**src/rtl/uart_tx_fifo.sv**
```systemverilog
// UART transmitter with a transmit FIFO in front of it.
// Frames: start bit, DATA_BITS data bits (LSB first), optional parity, 1 or 2 stop bits.
//
// Ports:
//   clk        - sole clock, rising edge
//   rst        - synchronous active-high reset
//   din        - byte to enqueue
//   wr         - enqueue strobe
//   parity_en  - 1 = append parity bit
//   parity_odd - 1 = odd parity, 0 = even
//   stop2      - 1 = two stop bits, 0 = one
//   tx         - serial line, idle high, registered
//   bsy        - FSM active or FIFO non-empty
//   full       - FIFO holds FIFO_DEPTH entries
//   empty      - FIFO holds no entries
//   level      - FIFO occupancy
//   ovf        - sticky, a write was dropped while full
module uart_tx_fifo #(
    parameter int CLK_HZ     = 40000000,
    parameter int BAUD       = 921600,
    parameter int DATA_BITS  = 8,
    parameter int FIFO_DEPTH = 16
) (
    input  logic                          clk,
    input  logic                          rst,
    input  logic [DATA_BITS-1:0]          din,
    input  logic                          wr,
    input  logic                          parity_en,
    input  logic                          parity_odd,
    input  logic                          stop2,
    output logic                          tx,
    output logic                          bsy,
    output logic                          full,
    output logic                          empty,
    output logic [$clog2(FIFO_DEPTH):0]   level,
    output logic                          ovf
);

    localparam int DIV = CLK_HZ / BAUD;
    localparam int AW  = $clog2(FIFO_DEPTH);
    localparam int CW  = $clog2(2 * DIV);

    // ------------------------------------------------------------
    // Elaboration-time parameter checks
    // ------------------------------------------------------------
    generate
        if (DIV < 2) begin : g_bad_div
            $error("uart_tx_fifo: CLK_HZ/BAUD must be at least 2");
        end
        if (DATA_BITS < 5 || DATA_BITS > 8) begin : g_bad_bits
            $error("uart_tx_fifo: DATA_BITS must be 5..8");
        end
        if (FIFO_DEPTH < 2 ||
            (FIFO_DEPTH & (FIFO_DEPTH - 1)) != 0) begin : g_bad_depth
            $error("uart_tx_fifo: FIFO_DEPTH must be a power of 2, >= 2");
        end
    endgenerate

    typedef enum logic [2:0] {
        S_IDLE,
        S_START,
        S_DATA,
        S_PARITY,
        S_STOP
    } state_t;

    // ------------------------------------------------------------
    // Declarations
    // ------------------------------------------------------------
    logic [DATA_BITS-1:0] r_mem [FIFO_DEPTH];
    logic [AW-1:0]        r_wp;
    logic [AW-1:0]        r_rp;
    logic [AW:0]          r_level;
    logic                 r_ovf;

    state_t               r_state;
    state_t               w_state_nxt;
    logic [CW-1:0]        r_cnt;
    logic [CW-1:0]        w_cnt_max;
    logic                 w_cnt_end;
    logic [2:0]           r_bit;
    logic                 w_last_bit;
    logic [DATA_BITS-1:0] r_shr;
    logic                 r_par;
    logic                 r_pen;
    logic                 r_s2;
    logic                 r_tx;
    logic                 w_tx_nxt;

    logic                 w_full;
    logic                 w_empty;
    logic                 w_push;
    logic                 w_pop;
    logic [DATA_BITS-1:0] w_head;

    // ------------------------------------------------------------
    // FIFO control
    // ------------------------------------------------------------
    assign w_full  = (r_level == (AW + 1)'(FIFO_DEPTH));
    assign w_empty = (r_level == '0);
    // A write while full is dropped even if the FSM pops this cycle.
    assign w_push  = wr & ~w_full;
    assign w_pop   = (r_state == S_IDLE) & ~w_empty;
    assign w_head  = r_mem[r_rp];

    always_ff @(posedge clk) begin
        if (!rst && w_push) begin
            r_mem[r_wp] <= din;
        end
    end

    always_ff @(posedge clk) begin
        if (rst) begin
            r_wp    <= '0;
            r_rp    <= '0;
            r_level <= '0;
            r_ovf   <= 1'b0;
        end else begin
            if (w_push) begin
                r_wp <= r_wp + 1'b1;
            end
            if (w_pop) begin
                r_rp <= r_rp + 1'b1;
            end
            unique case ({w_push, w_pop})
                2'b10:   r_level <= r_level + 1'b1;
                2'b01:   r_level <= r_level - 1'b1;
                default: r_level <= r_level;
            endcase
            if (wr && w_full) begin
                r_ovf <= 1'b1;
            end
        end
    end

    // ------------------------------------------------------------
    // Bit timing
    // ------------------------------------------------------------
    // Two stop bits are timed as one double-length period.
    assign w_cnt_max  = (r_state == S_STOP && r_s2) ?
                        CW'(2 * DIV - 1) : CW'(DIV - 1);
    assign w_cnt_end  = (r_cnt == w_cnt_max);
    assign w_last_bit = (r_bit == 3'(DATA_BITS - 1));

    // ------------------------------------------------------------
    // FSM: state register
    // ------------------------------------------------------------
    always_ff @(posedge clk) begin
        if (rst) begin
            r_state <= S_IDLE;
        end else begin
            r_state <= w_state_nxt;
        end
    end

    // ------------------------------------------------------------
    // FSM: next state
    // ------------------------------------------------------------
    always_comb begin
        w_state_nxt = r_state;
        unique case (r_state)
            S_IDLE: begin
                if (!w_empty) begin
                    w_state_nxt = S_START;
                end
            end
            S_START: begin
                if (w_cnt_end) begin
                    w_state_nxt = S_DATA;
                end
            end
            S_DATA: begin
                if (w_cnt_end && w_last_bit) begin
                    w_state_nxt = r_pen ? S_PARITY : S_STOP;
                end
            end
            S_PARITY: begin
                if (w_cnt_end) begin
                    w_state_nxt = S_STOP;
                end
            end
            S_STOP: begin
                if (w_cnt_end) begin
                    w_state_nxt = S_IDLE;
                end
            end
            default: begin
                w_state_nxt = S_IDLE;
            end
        endcase
    end

    // ------------------------------------------------------------
    // FSM: output
    // ------------------------------------------------------------
    always_comb begin
        w_tx_nxt = 1'b1;
        unique case (r_state)
            S_IDLE:   w_tx_nxt = 1'b1;
            S_START:  w_tx_nxt = 1'b0;
            S_DATA:   w_tx_nxt = r_shr[0];
            S_PARITY: w_tx_nxt = r_par;
            S_STOP:   w_tx_nxt = 1'b1;
            default:  w_tx_nxt = 1'b1;
        endcase
    end

    // ------------------------------------------------------------
    // Datapath: counters, shift register, latched frame modes
    // ------------------------------------------------------------
    // tx is re-registered from the state, so the line lags the
    // FSM by one clock; every bit keeps the same DIV length.
    always_ff @(posedge clk) begin
        if (rst) begin
            r_cnt <= '0;
            r_bit <= '0;
            r_shr <= '0;
            r_par <= 1'b0;
            r_pen <= 1'b0;
            r_s2  <= 1'b0;
            r_tx  <= 1'b1;
        end else begin
            r_tx <= w_tx_nxt;
            if (w_pop) begin
                r_shr <= w_head;
                r_par <= (^w_head) ^ parity_odd;
                r_pen <= parity_en;
                r_s2  <= stop2;
                r_cnt <= '0;
                r_bit <= '0;
            end else if (r_state == S_IDLE) begin
                r_cnt <= '0;
            end else if (w_cnt_end) begin
                r_cnt <= '0;
                if (r_state == S_DATA) begin
                    r_shr <= r_shr >> 1;
                    r_bit <= w_last_bit ? 3'd0 : 3'(r_bit + 3'd1);
                end
            end else begin
                r_cnt <= r_cnt + 1'b1;
            end
        end
    end

    // ------------------------------------------------------------
    // Outputs
    // ------------------------------------------------------------
    assign tx    = r_tx;
    assign bsy   = (r_state != S_IDLE) | ~w_empty;
    assign full  = w_full;
    assign empty = w_empty;
    assign level = r_level;
    assign ovf   = r_ovf;

endmodule
```
**config.mk**
```make
export PLATFORM = sky130hd
export DESIGN_NAME = uart_tx_fifo
export DESIGN_NICKNAME = d
export VERILOG_FILES = /design/src/rtl/uart_tx_fifo.sv
export SDC_FILE = /design/constraint.sdc
export NUM_CORES = 1
export LEC_CHECK = 0
export CORE_ASPECT_RATIO = 1.1
export CORE_MARGIN = 2
export CORE_UTILIZATION = 30
export DETAILED_ROUTE_END_ITERATION = 6
export DONT_BUFFER_PORTS = 1
export SETUP_SLACK_MARGIN = 0.15
export SYNTH_ARGS = -nofsm -noshare
export SYNTH_HDL_FRONTEND = slang
export SYNTH_SLANG_ARGS = --single-unit
```
**constraint.sdc**
```tcl
create_clock -name clk -period 3.8 [get_ports clk]
set_input_delay 0.38 -clock clk [delete_from_list [all_inputs] [get_ports clk]]
set_output_delay 0.38 -clock clk [all_outputs]
set_load 0.02 [all_outputs]
```
# Yosys cells after proc, flatten, opt, wreduce, memory -nomap -nowiden
# Memory sizes are Yosys's and may differ from the RTL's. A register that Yosys moved wholly into a read port is not among the register bits.
# Index checks and enable logic that the tools add are counted.
classes:
  reduce_logical: 17
  eq_ne: 15
  mux: 19
  bitwise: 7
  div_mod_pow: 0
  n_lt_le_gt_ge: 0
  multipliers: 0
  shifts: 0
  n_addsub: 6
ops:
  columns: ["op", "n"]
  rows:
  - ["$mux 8", 4]
  - ["$mux 3", 7]
  - ["$pmux 3 s5", 1]
  - ["$ne 2x2->1 const B", 6]
  - ["$pmux 5 s2", 1]
  - ["$add 4x1->4 const B", 2]
  - ["$mux 4", 2]
  - ["$reduce_xor 8->1", 1]
  - ["$add 7x1->7 const B", 1]
  - ["$eq 7x7->1", 1]
  - ["$mux 7", 1]
  - ["$eq 3x2->1 const B", 2]
  - ["$eq 3x3->1 const B", 2]
  - ["$reduce_and 3->1", 2]
  - ["$reduce_bool 2->1", 3]
  - ["$add 5x1->5 const B", 1]
  - ["$eq 5x5->1 const B", 1]
  - ["$logic_not 5->1", 1]
  - ["$reduce_and 5->1", 1]
  - ["$sub 5x1->5 const B", 1]
  - ["$logic_and 1x1->1", 4]
  - ["$reduce_or 4->1", 1]
  - ["$add 3x1->3 const B", 1]
  - ["$eq 3x1->1 const B", 1]
  - ["other kinds (12)", 16]
word_totals:
  ram_bits: 128
  n_memories: 1
  latch_bits: 0
  romBits: 0
  wordCells: 77
  regBits: 39
mem_list:
  columns: ["name", "depth", "width", "read_ports", "rd_ports_with_merged_regs", "wr", "line_no", "rtl"]
  rows:
  - ["r_mem", 16, 8, 1, 1, 1, "70", "logic [DATA_BITS-1:0] r_mem [FIFO_DEPTH];"]

# Longest topological paths before layout
# Gate-level depths: netlist of the first run.
logic_depth:
  ltp_word: 7
  ltp_mapped: 14

# Worst setup path before layout of the first run
# No wires, ideal clock.
synth_path:
  kind: "register to register"
  startpoint: "reg r_level[0] (netlist: level[0])"
  endpoint: "reg r_level[4] (netlist: level[4])"
  arrival_ns: 2.980
  path_buffers: 1
  synth_period_minus_slack_ns: 3.050
  setup_slack_ns: 0.750
  stages_incl_launch_ff: 13
  required_ns: 3.730
  cell_sequence: "dfxtp_1 nor4_1 nor2b_1 nand2b_1 inv_1 buf_4 ha_1 ha_1 a21o_1 a21oi_1 xnor2_1 or3_1 a21oi_1"
synth_between:
  elab_chain_len: 5
  word_cells_on_any_way: 12
  classes_between: "add/sub (2); eq/ne (3); mux (1); bitwise (4); reduce/logical (2)"
synth_rtl:
  columns: ["item", "line_no", "rtl"]
  rows:
  - ["start: declaration", "73", "logic [AW:0] r_level;"]
  - ["start signal: assignment", "126", "2'b10: r_level <= r_level + 1'b1;"]
  - ["start signal: assignment", "127", "2'b01: r_level <= r_level - 1'b1;"]
  - ["start signal: assignment", "128", "default: r_level <= r_level;"]
  - ["$logic_not 5->1 (*)", "100", "assign w_empty = (r_level == '0);"]
  - ["net empty", "34", "output logic empty,"]
  - ["$not 1->1 (*)", "103", "assign w_pop = (r_state == S_IDLE) & ~w_empty;"]
  - ["$and 1x1->1 (*)", "103", null]
  - ["$eq 2x1->1 or $eq 2x2->1 (tied branches)", "125", "unique case ({w_push, w_pop})"]
  - ["$pmux 5 s2 or $reduce_bool 2->1 (tied branches)", null, null]
# Mark *: on every way through the listed nets, which the timed path passes. The rest lies on a longest branch.
# A chain may end at the register's enable or synchronous reset.

# Worst setup path in the final report of the first run
layout_path:
  startpoint: "reg r_level[0] (netlist: level[0])"
  endpoint: "reg r_level[4] (netlist: level[4])"
layout_between:
  elab_chain_len: 5
  word_cells_on_any_way: 12
  classes_between: "add/sub (2); eq/ne (3); mux (1); bitwise (4); reduce/logical (2)"
layout_rtl:
  columns: ["item", "line_no"]
  rows:
  - ["$eq 5x5->1 or $logic_not 5->1 (tied branches)", "99, 100"]
  - ["$not 1->1, on equally long branches", "102, 103"]
  - ["$and 1x1->1, on equally long branches", "102, 103"]
  - ["$eq 2x1->1 or $eq 2x2->1 (tied branches)", "125"]
  - ["$pmux 5 s2 or $reduce_bool 2->1 (tied branches)", null]
# Parallel ways exist; a longest one is shown, timed or not.

==> out/metrics.yaml, run 1 <==
outcome:
  status: "completed"
synthesis:
  synth_mux_area_frac: 0.136
  ys_async_sr_fraction: 0
  synth_edf_count: 128
  yosys-top-cells-count: "edfxtp_1, nor2_1, dfxtp_1"
  syn_avg_cell_area_um2: 15.8
  synthTopCellsByArea: "edfxtp_1, dfxtp_1, mux4_2, mux4_1, nor2_1"
  synth_simple_gate_area_share: 0.0804
  synth_nets: 475
  yosys.area.top_type_share: 0.542
  synth.most_common_cell: "edfxtp_1"
  syn_inst: 448
  synth_ff_type: "edfxtp_1"
  synth_adder_area_share: 0.0240
  ys_types: 45
  synth_xor_xnor_area_share: 0.0305
  synth_top_cell_by_area: "edfxtp_1"
  yosysSeqAreaShare: 0.663
  synthesis.area_um2: 7090
  synth-compound-area-share: 0.0367
  synth_top_family_by_area: "multiplexers"
  ys_warn_count: 0
  ys_ff_latch: 171
clock_tree:
  holdBufCountCts: 0
  ctsResizeCount: 0
  cts_buffer_depth: 2
  cts_root_buffer: "clkbuf_16"
  clk_pin_slew_worst_paths_ps: 70
  tritoncts: "done"
  htree_levels: 4
  clk_latency_ps: 420
  cts_setup_buffers: 0
  cts_buffers: 17
  clock-sinks: 171
sta:
  finalCritPeriodShare: 0.867
  rsz0062_at_grt: "no"
  slew_viol_final: 0
  fin_tns_setup_ps: 0
  finalCriticalPeriod_ps: 3290
  setup_viol: 0
  hold_violations: 0
  worst_pin_slew_ps: 869
  skew_ps: 6.78
  fmax_mhz: 304
  max-slew-margin-rel: 0.419
drt:
  drt_iter0_drc: 285
  firstDrtPassIters: 5
  drt.antenna.violating_nets: 0
  vias: 3651
  routedWlPerCell_um: 16.9
  drc_errors: 0
  drt-total-wl_mm: 13.0
  vias_per_cell: 4.74
die:
  ioPinCount: 24
  start_util: 0.302
  num_rows: 59
  die_area_um2: 24900
  fp.dieH_um: 165
  coreArea_um2: 23500
  die_w_um: 151
pwr:
  p_per_area_nw_per_um2: 660
  p_leak_nw: 2.60
  ir_worst_vdd_mv: 0.384
job:
  drv_cap: 0
setup_path:
  worstSetupStartpointType: "flop"
  critPathCaptureType: "flop"
  worstRegToRegCells: 14
  crit_type: "reg2reg"
  cp.required_ps: 4150
  critical_path_arrival_ps: 3650
  path_max_fanout: 12
global_routing:
  grt_max_degree: 35
  grt_pass1_wl_mm: 21.0
  antenna_found_initial: 0
  first_global_vias: 3763
  overflow: 0
  grt_usage: 0.112
min_path:
  min_path_cells: 1
  hold_path_class: "in2reg"
placed_design:
  hpwl_mm: 8.94
  port_buffers: 0
  gp_congestion: 0.840
finish:
  regArea_um2: 4710
  area_growth_pct: 12.3
  utilization: 0.339
  n_fill_cell: 2233
  diodes: 0
  multi_input_area_um2: 2190
  drive_gt1_frac: 0.146
  nets: 479
worst paths after layout:
| kind | start | endpoint | slack (ps) |
|---|---|---|---|
| worst min register to register | r_s2$_SDFFE_PP0N_ | r_s2$_SDFFE_PP0N_ | 450 |
| worst max register to register | level[0]$_SDFFE_PP0P_ | level[4]$_SDFFE_PP0P_ | 510 |
| worst min-delay path | rst | r_pen$_SDFFE_PP0N_ | 20 |
| worst max-delay path | level[0]$_SDFFE_PP0P_ | level[4]$_SDFFE_PP0P_ | 510 |
cell families (layout without fill, tap and decap cells):
logic type,count (synthesis),after routing
AOI/OAI and AO/OA,42,42
xor gates and xnor gates,19,19
adders and majority gates,13,13
buffers and inverters,34,51
DFF,171,171
muxes,46,46
and+or+nand+nor,123,123
cell type report:
| cell class | instances | share of cell area |
|---|---|---|
| clock buffers | 18 | 0.0539 |
| clock inverters | 14 | 0.0185 |
| inverters | 10 | 0.00471 |
| multi-input cells | 243 | 0.274 |
| flip-flops and latches | 171 | 0.591 |
| well taps | 305 | 0.0479 |
| repair buffers | 9 | 0.0101 |
placed cells by master (no fill, tap or decap), types with 2 or more instances in the layout:
cell and n:
nor2_1 48, dfxtp_1 42, o21ai_0 5, nand4_1 4
nor2b_1 5, a21o_1 3, a21oi_1 18, edfxtp_1 128
clkinvlp_4 2, xnor2_1 4, clkbuf_16 17, nand2_1 27
nor3_1 9, mux2i_1 10, inv_1 10, and2_1 2
xor2_1 11, mux4_1 14, nor4bb_1 2, buf_4 8
or3_1 3, a22oi_1 4, inv_6 2, a211oi_1 8
nand3_1 12, inv_8 8, xnor3_1 2, nand2b_1 5
mux4_2 22, ha_1 12
metrics by stage:
stage	total power [W]	hold slack, ps	cells	instance area, µm²	setup WS (ps)
2_1_floorplan	0.00340	432	448	7090	750
3_3_place_gp	0.00360	445	738	7390	704
3_5_place_dp	0.00364	446	738	7390	547
4_1_cts	0.00532	3.12	770	7970	526
5_1_grt	0.00553	1.55	770	7970	308
6_report	0.00526	18.4	770	7970	505
where the power goes:
group          switching, W  total, W  internal (W)
clock network      0.000793   0.00168      0.000882
registers          0.000169   0.00231       0.00214
logic              0.000656   0.00127      0.000617
metal layers:
| layer | GRT usage | vias up | share of wire |
|---|---|---|---|
| met2 | 0.194 | 70 | 0.52 |
| li1 | - | 1726 | - |
| met3 | 0.0316 | 11 | 0.044 |
| met1 | 0.137 | 1844 | 0.43 |
| met4 | 0.0357 | 0 | 0.011 |
| met5 | 0 | - | 0 |
state kept, by name, indices dropped and copies added (netlist names), 3 cells and up, named ones only:
register,cells
r_rp,4
r_state,3
level,5
r_mem,128
r_cnt,7
r_wp,4
r_shr,8
r_bit,3
worst max-delay path: stages, from the launching register on:
cell      delay [ps]
dfxtp_1          420
nor4_1           470
nor2b_1          230
buf_4            190
nand2b_1         140
inv_1            200
ha_1             310
inv_1            130
fa_1             230
inv_1             60
a21o_1           150
a21oi_1          170
xnor2_1           90
or3_1            300
a21oi_1          140
(Power assumes the default switching activity.)
==> run 2: changes to the inputs <==
Settings changed: CELL_PAD_IN_SITES_DETAIL_PLACEMENT set to 1, CELL_PAD_IN_SITES_GLOBAL_PLACEMENT set to 2, CORE_UTILIZATION 30 to 35, PLACE_DENSITY_LB_ADDON set to 0.1.
==> out/metrics.yaml, run 2 (same netlist as run 1, synthesis figures left out) <==
clock_tree:
  holdBufCountCts: 1
  clock-sinks: 171
  tritoncts: "done"
  clk_pin_slew_worst_paths_ps: 80
  ctsResizeCount: 0
  cts_root_buffer: "clkbuf_16"
  cts_setup_buffers: 0
  cts_buffer_depth: 2
  cts_buffers: 17
  clk_latency_ps: 430
  htree_levels: 4
finish:
  utilization: 0.401
  design_area_um2: 7960
  regMostFlops: "r_mem"
  final_cell_mix: "edfxtp_1, nor2_1, dfxtp_1, nand2_1, mux4_2"
  finalNonFillerCells: 721
  reg_top3: "r_mem (128), r_shr (8), r_cnt (7)"
  largest_reg_flops: 128
  area_growth_pct: 12.2
  final_common_cell: "edfxtp_1"
  n_fill_cell: 2004
  nets: 483
  diodes: 0
  drive_gt1_frac: 0.151
setup_path:
  cpMostUsedCell: "inv_1"
  cp-startpoint: "level[0]$_SDFFE_PP0P_"
  cp.depth: 14
  rrSetupSlack_ps: 840
  r2r_start: "level[0]$_SDFFE_PP0P_"
  critPathCapture: "level[4]$_SDFFE_PP0P_"
  worst_path_max_delay_cell: "dfxtp_1"
  cpPeakStageDelay_ps: 420
  path_max_fanout: 5
  cp.buffers_inverters: 4
  worstSetupStartpointType: "flop"
  critPathTopFamily: "simple AND/OR/NAND/NOR gates"
  crit_type: "reg2reg"
  critical_path_arrival_ps: 3320
  worstPathCellList: "nor4_1 > nor2b_1 > buf_4 > nand2b_1 > inv_1 > ha_1 > inv_1 > fa_1 > inv_1 > a21o_1 > a21oi_1 > xnor2_1 > or3_1 > a21oi_1"
  worstRegToRegCells: 14
  r2r-end: "level[4]$_SDFFE_PP0P_"
  critPathCaptureType: "flop"
  cp.required_ps: 4160
drt:
  vias: 3689
  wl_met2_mm: 7.64
  drt_iter0_drc: 241
  drt-total-wl_mm: 14.7
  routedWlPerCell_um: 20.4
  met1_length_mm: 6.52
  met3_length_um: 351
  drt.antenna.violating_nets: 0
  drc_errors: 0
  vias_per_cell: 5.12
  top_layer_used: "met4"
  firstDrtPassIters: 4
sta:
  fmax_mhz: 337
  finalCritPeriodShare: 0.780
  hold_violations: 0
  rsz0062_at_grt: "no"
  finalCriticalPeriod_ps: 2960
  fin_tns_setup_ps: 0
  max-slew-margin-rel: 0.400
  slew_viol_final: 0
  whs_ps: 22.6
  setup_viol: 0
  worst_pin_slew_ps: 897
  skew_ps: 13.7
die:
  num_rows: 54
  die_w_um: 140
  start_util: 0.357
  coreArea_um2: 19900
  fp.dieH_um: 153
  ioPinCount: 24
  die_area_um2: 21400
global_routing:
  grt_pass1_wl_mm: 23.6
  grt_max_degree: 33
  first_global_vias: 4020
  overflow: 0
  grt_usage: 0.146
  antenna_found_initial: 0
job:
  drv_cap: 0
placed_design:
  dpl_cell_area_um2: 7340
  dp.cells: 687
  port_buffers: 0
  gp_congestion: 0.698
  hpwl_mm: 9.73
pwr:
  p_per_area_nw_per_um2: 675
  p_leak_nw: 2.63
  ir_worst_vdd_mv: 0.335
min_path:
  hold_path_class: "in2reg"
outcome:
  status: "completed"
==> run 2: cell types whose count changed in the layout (fill, tap and decap cells not counted), sizes merged <==
| cell | delta |
|---|---|
| inv | -3 |
| buf | +2 |
| clkbuf | -1 |
| clkinv | +4 |
| dlygate4sd3 | +2 |
==> run 2: worst min-delay path by stage <==
stage / startpoint / to / slack (ps) / depth (start not counted)
after floorplan: r_s2$_SDFFE_PP0N_ / r_s2$_SDFFE_PP0N_ / 430 / 2
after global placement: r_s2$_SDFFE_PP0N_ / r_s2$_SDFFE_PP0N_ / 440 / 2
after detailed placement: r_s2$_SDFFE_PP0N_ / r_s2$_SDFFE_PP0N_ / 440 / 2
after CTS: rst / r_pen$_SDFFE_PP0N_ / 0.7 / 1
after global routing: rst / flop / 0.4 / 1
final: rst / flop / 20 / 1
==> run 2: through the flow <==
stage	worst slack, ps	power, W
2_1_floorplan	750	0.00340
3_3_place_gp	945	0.00370
3_5_place_dp	826	0.00371
4_1_cts	794	0.00545
5_1_grt	531	0.00567
6_report	837	0.00537
==> run 2: per-layer routing <==
layer	track usage	vias up
li1	-	1729
met3	0.0351	13
met4	0.0476	0
met1	0.183	1906
met2	0.249	41
met5	0	-
==> run 2: layout make-up <==
cell class                 instances  area, µm²  area share
clock inverter                    15        171      0.0215
timing repair buffer              13        115      0.0145
clock buffer                      17        425      0.0535
inverter                          10       37.5     0.00472
multi-input combinational        243       2190       0.275
tap                              252        315      0.0396
sequential                       171       4710       0.591
==> run 2: report_power, final <==
group | internal [W] | switching (W)
sequential | 0.00214 | 0.000143
clock | 0.000887 | 0.000843
combinational | 0.000633 | 0.000720
==> run 2: worst register-to-register path, cell delays in order (launching register included) <==
cell      delay (ps)
dfxtp_1          420
nor4_1           420
nor2b_1          190
buf_4            180
nand2b_1         140
inv_1             60
ha_1             240
inv_1            130
fa_1             230
inv_1             50
a21o_1           150
a21oi_1          160
xnor2_1           90
or3_1            300
a21oi_1          140
